<file path="src/rtl/mult_pkg.sv">
// Shared definitions for the sequential 8x8 multiplier slice.
//   state_t    : controller states (IDLE, MUL, DONE)
//   mode_t     : per-quadrant approximation mode of the 4x4 core
//   Qn_SHIFT   : left shift applied to each quadrant's partial product
//   quad_shift : maps a quadrant index to its shift
package mult_pkg;

  typedef enum logic [1:0] {
    IDLE = 2'd0,
    MUL  = 2'd1,
    DONE = 2'd2
  } state_t;

  typedef enum logic [1:0] {
    MODE_EXACT = 2'b00,  // exact product
    MODE_CLR1  = 2'b01,  // bit 0 forced 0
    MODE_CLR2  = 2'b10,  // bits [1:0] forced 0
    MODE_CLR3  = 2'b11   // bits [2:0] forced 0
  } mode_t;

  localparam int unsigned Q0_SHIFT = 0;
  localparam int unsigned Q1_SHIFT = 4;
  localparam int unsigned Q2_SHIFT = 4;
  localparam int unsigned Q3_SHIFT = 8;

  function automatic int unsigned quad_shift(input logic [1:0] q);
    case (q)
      2'd0:    return Q0_SHIFT;
      2'd1:    return Q1_SHIFT;
      2'd2:    return Q2_SHIFT;
      default: return Q3_SHIFT;
    endcase
  endfunction

endpackage

</file>
<file path="src/rtl/lm4x4_cfg.sv">
// Combinational 4x4 unsigned multiplier with configurable low-bit truncation.
//   A, B : 4-bit unsigned operands
//   mode : approximation mode (mode_t encoding)
//   R    : 8-bit partial product with the selected low bits cleared
module lm4x4_cfg
  import mult_pkg::*;
(
  input  logic [3:0] A,
  input  logic [3:0] B,
  input  logic [1:0] mode,
  output logic [7:0] R
);

  logic [7:0] prod;

  always_comb begin
    prod = {4'b0000, A} * {4'b0000, B};
    R    = prod;
    case (mode_t'(mode))
      MODE_EXACT: R = prod;
      MODE_CLR1:  R = {prod[7:1], 1'b0};
      MODE_CLR2:  R = {prod[7:2], 2'b00};
      MODE_CLR3:  R = {prod[7:3], 3'b000};
      default:    R = prod;
    endcase
  end

endmodule

</file>
<file path="src/rtl/mult_8x8_seq.sv">
// Sequential 8x8 unsigned multiplier: one shared 4x4 core, one quadrant per
// cycle, exact 16-bit accumulation of (optionally truncated) partial products.
//   clk, rst_n          : clock, asynchronous active-low reset
//   in_valid / in_ready : operand handshake (A, B, cfg)
//   A, B                : 8-bit unsigned operands
//   cfg                 : 2-bit approximation mode per quadrant, cfg[2q+1:2q]
//   out_valid/out_ready : result handshake
//   R                   : 16-bit product, stable while out_valid is high
//   busy                : high whenever the controller is not IDLE
module mult_8x8_seq
  import mult_pkg::*;
(
  input  logic        clk,
  input  logic        rst_n,
  input  logic        in_valid,
  output logic        in_ready,
  input  logic [7:0]  A,
  input  logic [7:0]  B,
  input  logic [7:0]  cfg,
  output logic        out_valid,
  input  logic        out_ready,
  output logic [15:0] R,
  output logic        busy
);

  state_t      state, state_n;
  logic [1:0]  cnt;
  logic [7:0]  a_q, b_q, cfg_q;
  logic [15:0] acc;
  logic        accept;

  logic [3:0]  core_a, core_b;
  logic [1:0]  core_mode;
  logic [7:0]  core_r;
  logic [15:0] partial;

  lm4x4_cfg u_core (
    .A    (core_a),
    .B    (core_b),
    .mode (core_mode),
    .R    (core_r)
  );

  // Quadrant operand/mode select
  always_comb begin
    core_a    = '0;
    core_b    = '0;
    core_mode = '0;
    case (cnt)
      2'd0: begin core_a = a_q[3:0]; core_b = b_q[3:0]; core_mode = cfg_q[1:0]; end
      2'd1: begin core_a = a_q[3:0]; core_b = b_q[7:4]; core_mode = cfg_q[3:2]; end
      2'd2: begin core_a = a_q[7:4]; core_b = b_q[3:0]; core_mode = cfg_q[5:4]; end
      default: begin core_a = a_q[7:4]; core_b = b_q[7:4]; core_mode = cfg_q[7:6]; end
    endcase
    partial = {8'h00, core_r} << quad_shift(cnt);
  end

  // in_ready is registered so it stays low during reset and rises on the
  // first edge after release; it can only be high while in IDLE.
  assign accept = in_valid && in_ready;

  always_comb begin
    state_n = state;
    case (state)
      IDLE: if (accept) state_n = (A == 8'h00 || B == 8'h00) ? DONE : MUL;
      MUL:  if (cnt == 2'd3) state_n = DONE;
      DONE: if (out_ready) state_n = IDLE;
      default: state_n = IDLE;
    endcase
  end

  always_ff @(posedge clk or negedge rst_n) begin
    if (!rst_n) begin
      state    <= IDLE;
      cnt      <= '0;
      a_q      <= '0;
      b_q      <= '0;
      cfg_q    <= '0;
      acc      <= '0;
      in_ready <= 1'b0;
    end else begin
      state    <= state_n;
      in_ready <= (state_n == IDLE);
      case (state)
        IDLE: if (accept) begin
          a_q   <= A;
          b_q   <= B;
          cfg_q <= cfg;
          acc   <= '0;
          cnt   <= '0;
        end
        MUL: begin
          acc <= acc + partial;
          cnt <= cnt + 2'd1;  // 3 -> 0 coincides with the move to DONE
        end
        default: ;
      endcase
    end
  end

  assign out_valid = (state == DONE);
  assign busy      = (state != IDLE);
  assign R         = acc;

endmodule
</file>
<file path="config.mk">
export PLATFORM = sky130hd
export DESIGN_NAME = mult_8x8_seq
export DESIGN_NICKNAME = d
export VERILOG_FILES = /design/src/rtl/mult_pkg.sv /design/src/rtl/lm4x4_cfg.sv /design/src/rtl/mult_8x8_seq.sv
export SDC_FILE = /design/constraint.sdc
export NUM_CORES = 1
export LEC_CHECK = 0
export ABC_AREA = 1
export CAP_MARGIN = 20
export CORE_ASPECT_RATIO = 0.6
export CORE_MARGIN = 5
export CORE_UTILIZATION = 48
export CTS_CLUSTER_SIZE = 28
export DETAILED_ROUTE_END_ITERATION = 7
export HOLD_SLACK_MARGIN = 0.12
export PLACE_DENSITY_LB_ADDON = 0.12
export SYNTH_ARGS = -nofsm -noshare
export SYNTH_HDL_FRONTEND = slang
export SYNTH_SLANG_ARGS = --single-unit
</file>
<file path="constraint.sdc">
create_clock -name clk -period 6.3 [get_ports clk]
set_clock_uncertainty 0.05 [all_clocks]
set_input_delay 0.945 -clock clk [delete_from_list [all_inputs] [get_ports clk]]
set_output_delay 0.945 -clock clk [all_outputs]
set_load 0.01 [all_outputs]
</file>
## After elaboration in Yosys (flattened, before gate mapping)

Cells that the tools add are included.

- Input port bits: 28
- Memories: 0
- RAM bits: 0
- Memory bits (read-only): 0
- Output and inout bits: 19
- Bits in latches: 0
- Bits in registers: 45

- Bitwise operators: 0
- Divide/modulo/power cells: 0
- $lt $le $gt $ge: 0
- $add $sub $neg: 2
- Mux-type cells: 14
- Shifts and indexed selects: 1
- Reduce and logical (&&, ||, !) cells: 15
- Equal/unequal tests: 9
- Multipliers: 1

Operator list:

| kind | count |
|---|---|
| $pmux W16 S2 | 1 |
| $pmux W8 S4 | 1 |
| $shl A8 B32 Y16 | 1 |
| $add A16 B16 Y16 | 1 |
| $logic_not A8 Y1 | 2 |
| $mux W16 | 1 |
| $pmux W2 S3 | 2 |
| $eq A2 B2 Y1 const B | 5 |
| $mux W2 | 5 |
| $logic_not A2 Y1 | 4 |
| $mul A4 B4 Y8 | 1 |
| $mux W4 | 2 |
| $pmux W4 S2 | 1 |
| $eq A2 B1 Y1 const B | 3 |
| $reduce_or A2 Y1 | 3 |
| $pmux W2 S2 | 1 |
| $reduce_and A2 Y1 | 2 |
| $reduce_bool A2 Y1 | 2 |
| $add A2 B1 Y2 const B | 1 |
| $ne A2 B2 Y1 const B | 1 |
| $logic_and A1 B1 Y1 | 1 |
| $logic_or A1 B1 Y1 | 1 |

## Logic depth before layout (Yosys ltp)

Gate-level depths: netlist (run 1).

- Word-level depth: 8
- Depth in mapped cells: 28
- Mapped depth without buffers: 28

## Hierarchy

Synthesis (run 1) repeated with hierarchy kept, for this count alone.

- Cell total of the unflattened synthesis: 524
- Area, all modules: 3,577.2 µm²

Modules (own cells, without submodules):

| module | area an instance (µm²) | sequential area each (µm²) | cells each | times used |
|---|---|---|---|---|
| mult_8x8_seq | 3,095.5 | 1,126.1 | 451 | 1 |
| lm4x4_cfg | 481.7 | 0.0 | 73 | 1 |

## Worst setup path after synthesis (run 1)

No wires, ideal clock.

- Kind: register to register
- Start point: register cnt[0]
- End point: register acc[11] (netlist: R[11])
- Cell stages (with the launch flop): 25
- Required time: 6.174 ns
- Arrival time: 4.500 ns
- Path slack: 1.674 ns
- Clock period less this slack: 4.626 ns
- Path through: dfrtp_1 -> inv_1 -> ha_1 -> nor2_2 -> nand2_1 -> o21ai_2 -> nand2_1 -> fa_1 -> inv_1 -> fa_1 -> inv_1 -> fa_1 -> o21ai_0 -> a21oi_1 -> xnor2_1 -> o21ai_0 -> nor2_1 -> ha_1 -> a21o_1 -> a21oi_1 -> nand2_1 -> a21o_1 -> nand2_1 -> nand2_1 -> o21ai_1

- Word-level cells in the longest chain between the ends: 8
- Elaborated cells between the ends (all ways): 19

RTL lines:

| item | line | text |
|---|---|---|
| start: declaration | mult_8x8_seq.sv:27 | `logic [1:0] cnt;` |
| start signal: assignment | mult_8x8_seq.sv:94 | `cnt <= cnt + 2'd1;` |
| $eq A2 B1 Y1 (tied with other cells) | mult_pkg.sv:27, mult_8x8_seq.sv:49 |  |
| $reduce_or A2 Y1 (no line) | - |  |
| $mux W4 | mult_8x8_seq.sv:49 | `case (cnt)` |
| $mul A4 B4 Y8 | lm4x4_cfg.sv:17 | `prod = {4'b0000, A} * {4'b0000, B};` |
| $pmux W8 S4 | lm4x4_cfg.sv:19 | `case (mode_t'(mode))` |
| $shl A8 B32 Y16 * | mult_8x8_seq.sv:55 | `partial = {8'h00, core_r} << quad_shift(cnt);` |
| $add A16 B16 Y16 * | mult_8x8_seq.sv:93 | `acc <= acc + partial;` |
| $pmux W16 S2 * | mult_8x8_seq.sv:84 | `case (state)` |
| end signal: assignment | mult_8x8_seq.sv:93 |  |
| end: declaration | mult_8x8_seq.sv:29 | `logic [15:0] acc;` |

Every way passes the cells marked *; elsewhere a longest branch is shown, timed or not. The select of a mux whose other input is x is not followed.
A chain may end at the register's enable or synchronous reset.

## Worst setup path in the final report (run 1)

Ends and elaborated chain as after synthesis.

==> results.ini, run 1 <==
[yosys]
synthTopCellsByCount = nand2_1, inv_1, dfrtp_1
avgSynthCellArea_um2 = 7.43
synth_nets = 516
synth_adder_area_share_pct = 14.5
synthMostInstantiatedCell = nand2_1
synthArstFlopShare_pct = 100
ys.flop_type = dfrtp_1
synthSimpleGateAreaFrac_pct = 27.8
synth_top_family_by_area = simple AND/OR/NAND/NOR gates
syn_area_mm2 = 0.00336
netlist_top_cells_area = dfrtp_1, nand2_1, ha_1
synthCells = 452
synth_compound_area_share_pct = 15.2
synth_largest_area_cell = dfrtp_1
yosysSeqAreaShare_pct = 33.5
yosysUniqueCellTypes = 43
synth_edf_count = 0
synth_top_area_share_pct = 33.5
ys_ff_latch = 45
synth-xor-area-share_pct = 1.30
synthMuxAreaShare_pct = 0.298
yosysWarnings = 0

[floorplan]
die-area_mm2 = 0.00883
die_y_um = 74.8
row_count = 23
initial_core_util_pct = 49.9
die_w_um = 118
io_pins = 47
core_area_mm2 = 0.00673

[clock_network]
clock_latency_ns = 0.30
cts_root_buf = clkbuf_16
cts_tree = done
postCtsHoldBufs = 0
htreeDepth = 2
clkTransAtPathRegs_ns = 0.07
numCtsBuffers = 5
postCtsSetupBuffers = 0
clockBufferDepth = 2
cts_resized = 0
numClockSinks = 45

[placed_design]
io_buffers = 46
place_congestion = 1.01
dpl_cell_area_mm2 = 0.00387
dp_hpwl_mm = 6.99

[worst_setup_path]
worstSetupStartpointType = register
cpPeakStageDelay_ns = 0.56
required_ns = 6.47
cp_common_cell = nand2_1
endpoint_kind = register
critPathKind = reg -> reg
critPathSlowestCell = fa_1
crit_family = adder cells
crit_fanout = 8
worstPathArrival_ns = 5.61
cp_cell_sequence = inv_1 > ha_1 > nor2_2 > nand2_1 > o21ai_0 > nand2_1 > fa_1 > inv_1 > fa_1 > inv_1 > fa_1 > o21ai_0 > a21oi_1 > xnor2_1 > o21ai_0 > nor2_1 > ha_1 > a21o_1 > a21oi_1 > nand2_1 > a21o_1 > nand2_1 > nand2_1 > o21ai_1
path_buf_inv = 3

[routing]
wl_met3_um = 838
wl_met1_mm = 4.90
dr.pass1.iters = 5
drt_iter0_drc = 283
vias_per_cell = 5.33
routedWlPerCell_um = 15.4
highest_layer = met4
finalWirelength_mm = 9.02
drt.antenna.violating_nets = 0
drc_errors = 0
met2_length_mm = 3.23
vias = 3118

[sta]
layout_min_cycle_time_ns = 5.44
tightest_slew_ns = 0.545
rsz0062_at_grt = false
maxSlewHeadroom_pct = 63.6
post-route-period-util_pct = 86.4
drv_slew = 0
setup_violations = 0
whs_ns = 0.440
max_freq_mhz = 184
hold_viol = 0
fin_tns_setup_ns = 0

[pwr]
ir_drop_v = 0.000342
p_per_area_mw_per_mm2 = 634
cellLeakagePower_nw = 2.10

[grt]
antenna_found_initial = 0
grt_max_degree = 46
grt.total_usage_pct = 21.2
grt_pass1_vias = 2845
grt_pass1_wl_mm = 14.7
gr-total-overflow = 0

[final_layout]
nFillCells = 632
syn2layout_area_growth_pct = 21.0
antenna_cells = 0
drive_above_1_share_pct = 5.62
nets = 561
finalInstanceArea_mm2 = 0.00407

[run_status]
status = finished clean

[flow_run]
maxCapViolations = 0

[worst_hold_path]
min_path_type = reg -> reg

-- sequential cells by signal, indices dropped and copies added, names as in the netlist --
register / flops
cnt: 2
cfg_q: 8
in_ready: 1
b_q: 8
R: 16
state: 2
a_q: 8
-- cell usage in the layout, fill, tap and decap left out, types with 3 or more instances in the layout --
cell type / count
a21oi_1: 26
dfrtp_1: 45
ha_1: 31
nor4_1: 4
clkdlybuf4s50_1: 45
o21ai_1: 4
o21bai_1: 3
inv_1: 49
clkbuf_16: 5
nand3_1: 15
o21ai_0: 33
inv_2: 3
nor2_1: 37
xnor2_1: 4
nand2_1: 142
nand4_1: 7
nor2_2: 3
fa_1: 5
a22o_1: 4
-- path summary, 6_finish.rpt --
kind | start | to | slack, ns | depth (start not counted)
worst max-delay path | cnt[0] | R[11] | 0.86 | 24
worst min-delay path | b_q[5] | b_q[5] | 0.44 | 2
worst max register to register | cnt[0] | R[11] | 0.86 | 24
worst min register to register | b_q[5] | b_q[5] | 0.44 | 2
max in group asynchronous | rst_n | R[13] | 5.15 | 2
min in group asynchronous | rst_n | cfg_q[0] | 0.53 | 1
-- where the power goes --
part,internal (W),total [W],leakage (nW),switching (W)
Clock,0.000190,0.000313,0.0819,0.000123
Combinational,0.000623,0.00176,1.44,0.00114
Sequential,0.000414,0.000506,0.573,0.0000924
-- layout make-up --
type	count	area, um^2	area share [%]
well taps	87	109	2.68
flip-flops and latches	45	1130	27.7
repair buffers	47	475	11.7
multi-input cells	346	1990	48.8
inverters	52	195	4.80
clock inverters	3	48.8	1.20
clock buffers	5	125	3.08
-- worst min-delay path, delay by kind of cell, from the launching register on --
family,cells,cell delay (ns)
DFF,1,0.35
and+or+nand+nor,2,0.10
-- stage by stage --
stage                     util (%)  instances  total power (W)  setup slack, ns
after floorplan                  -        452          0.00174             1.67
after global placement        57.5        576          0.00222             1.17
after detailed placement      57.5        576          0.00222             1.02
after CTS                     60.1        584          0.00254            0.948
after global routing          60.4        585          0.00284            0.370
final                         60.4        585          0.00258            0.857
-- metal layers --
metal	vias up	global-route usage, %
met4	0	4.71
li1	1573	-
met5	-	0
met3	6	6.23
met2	113	26.4
met1	1426	34.6
-- kinds of logic after synthesis --
logic type                 after synthesis
and+or+nand+nor                        219
muxes                                    1
adders and majority gates               36
DFF                                     45
xor gates and xnor gates                 5
AOI/OAI and AO/OA                       85
buffers and inverters                   61
Note: power is estimated with default switching activity, not from simulation.
==> run 2, diff against run 1 <==
--- a/config.mk
+++ b/config.mk
@@ -14,6 +14,7 @@
 export DETAILED_ROUTE_END_ITERATION = 7
 export HOLD_SLACK_MARGIN = 0.12
 export PLACE_DENSITY_LB_ADDON = 0.12
+export SKIP_CTS_REPAIR_TIMING = 1
 export SYNTH_ARGS = -nofsm -noshare
 export SYNTH_HDL_FRONTEND = slang
 export SYNTH_SLANG_ARGS = --single-unit
==> results of run 2 <==
The final DEF is identical to that of run 1; final timing and power are the same.
==> run 3, diff against run 2 <==
--- a/config.mk
+++ b/config.mk
@@ -6,6 +6,7 @@
 export NUM_CORES = 1
 export LEC_CHECK = 0
 export ABC_AREA = 1
+export ABC_CLOCK_PERIOD_IN_PS = 6300
 export CAP_MARGIN = 20
 export CORE_ASPECT_RATIO = 0.6
 export CORE_MARGIN = 5
==> results of run 3 <==
The final DEF is identical to that of run 1; final timing and power are the same.
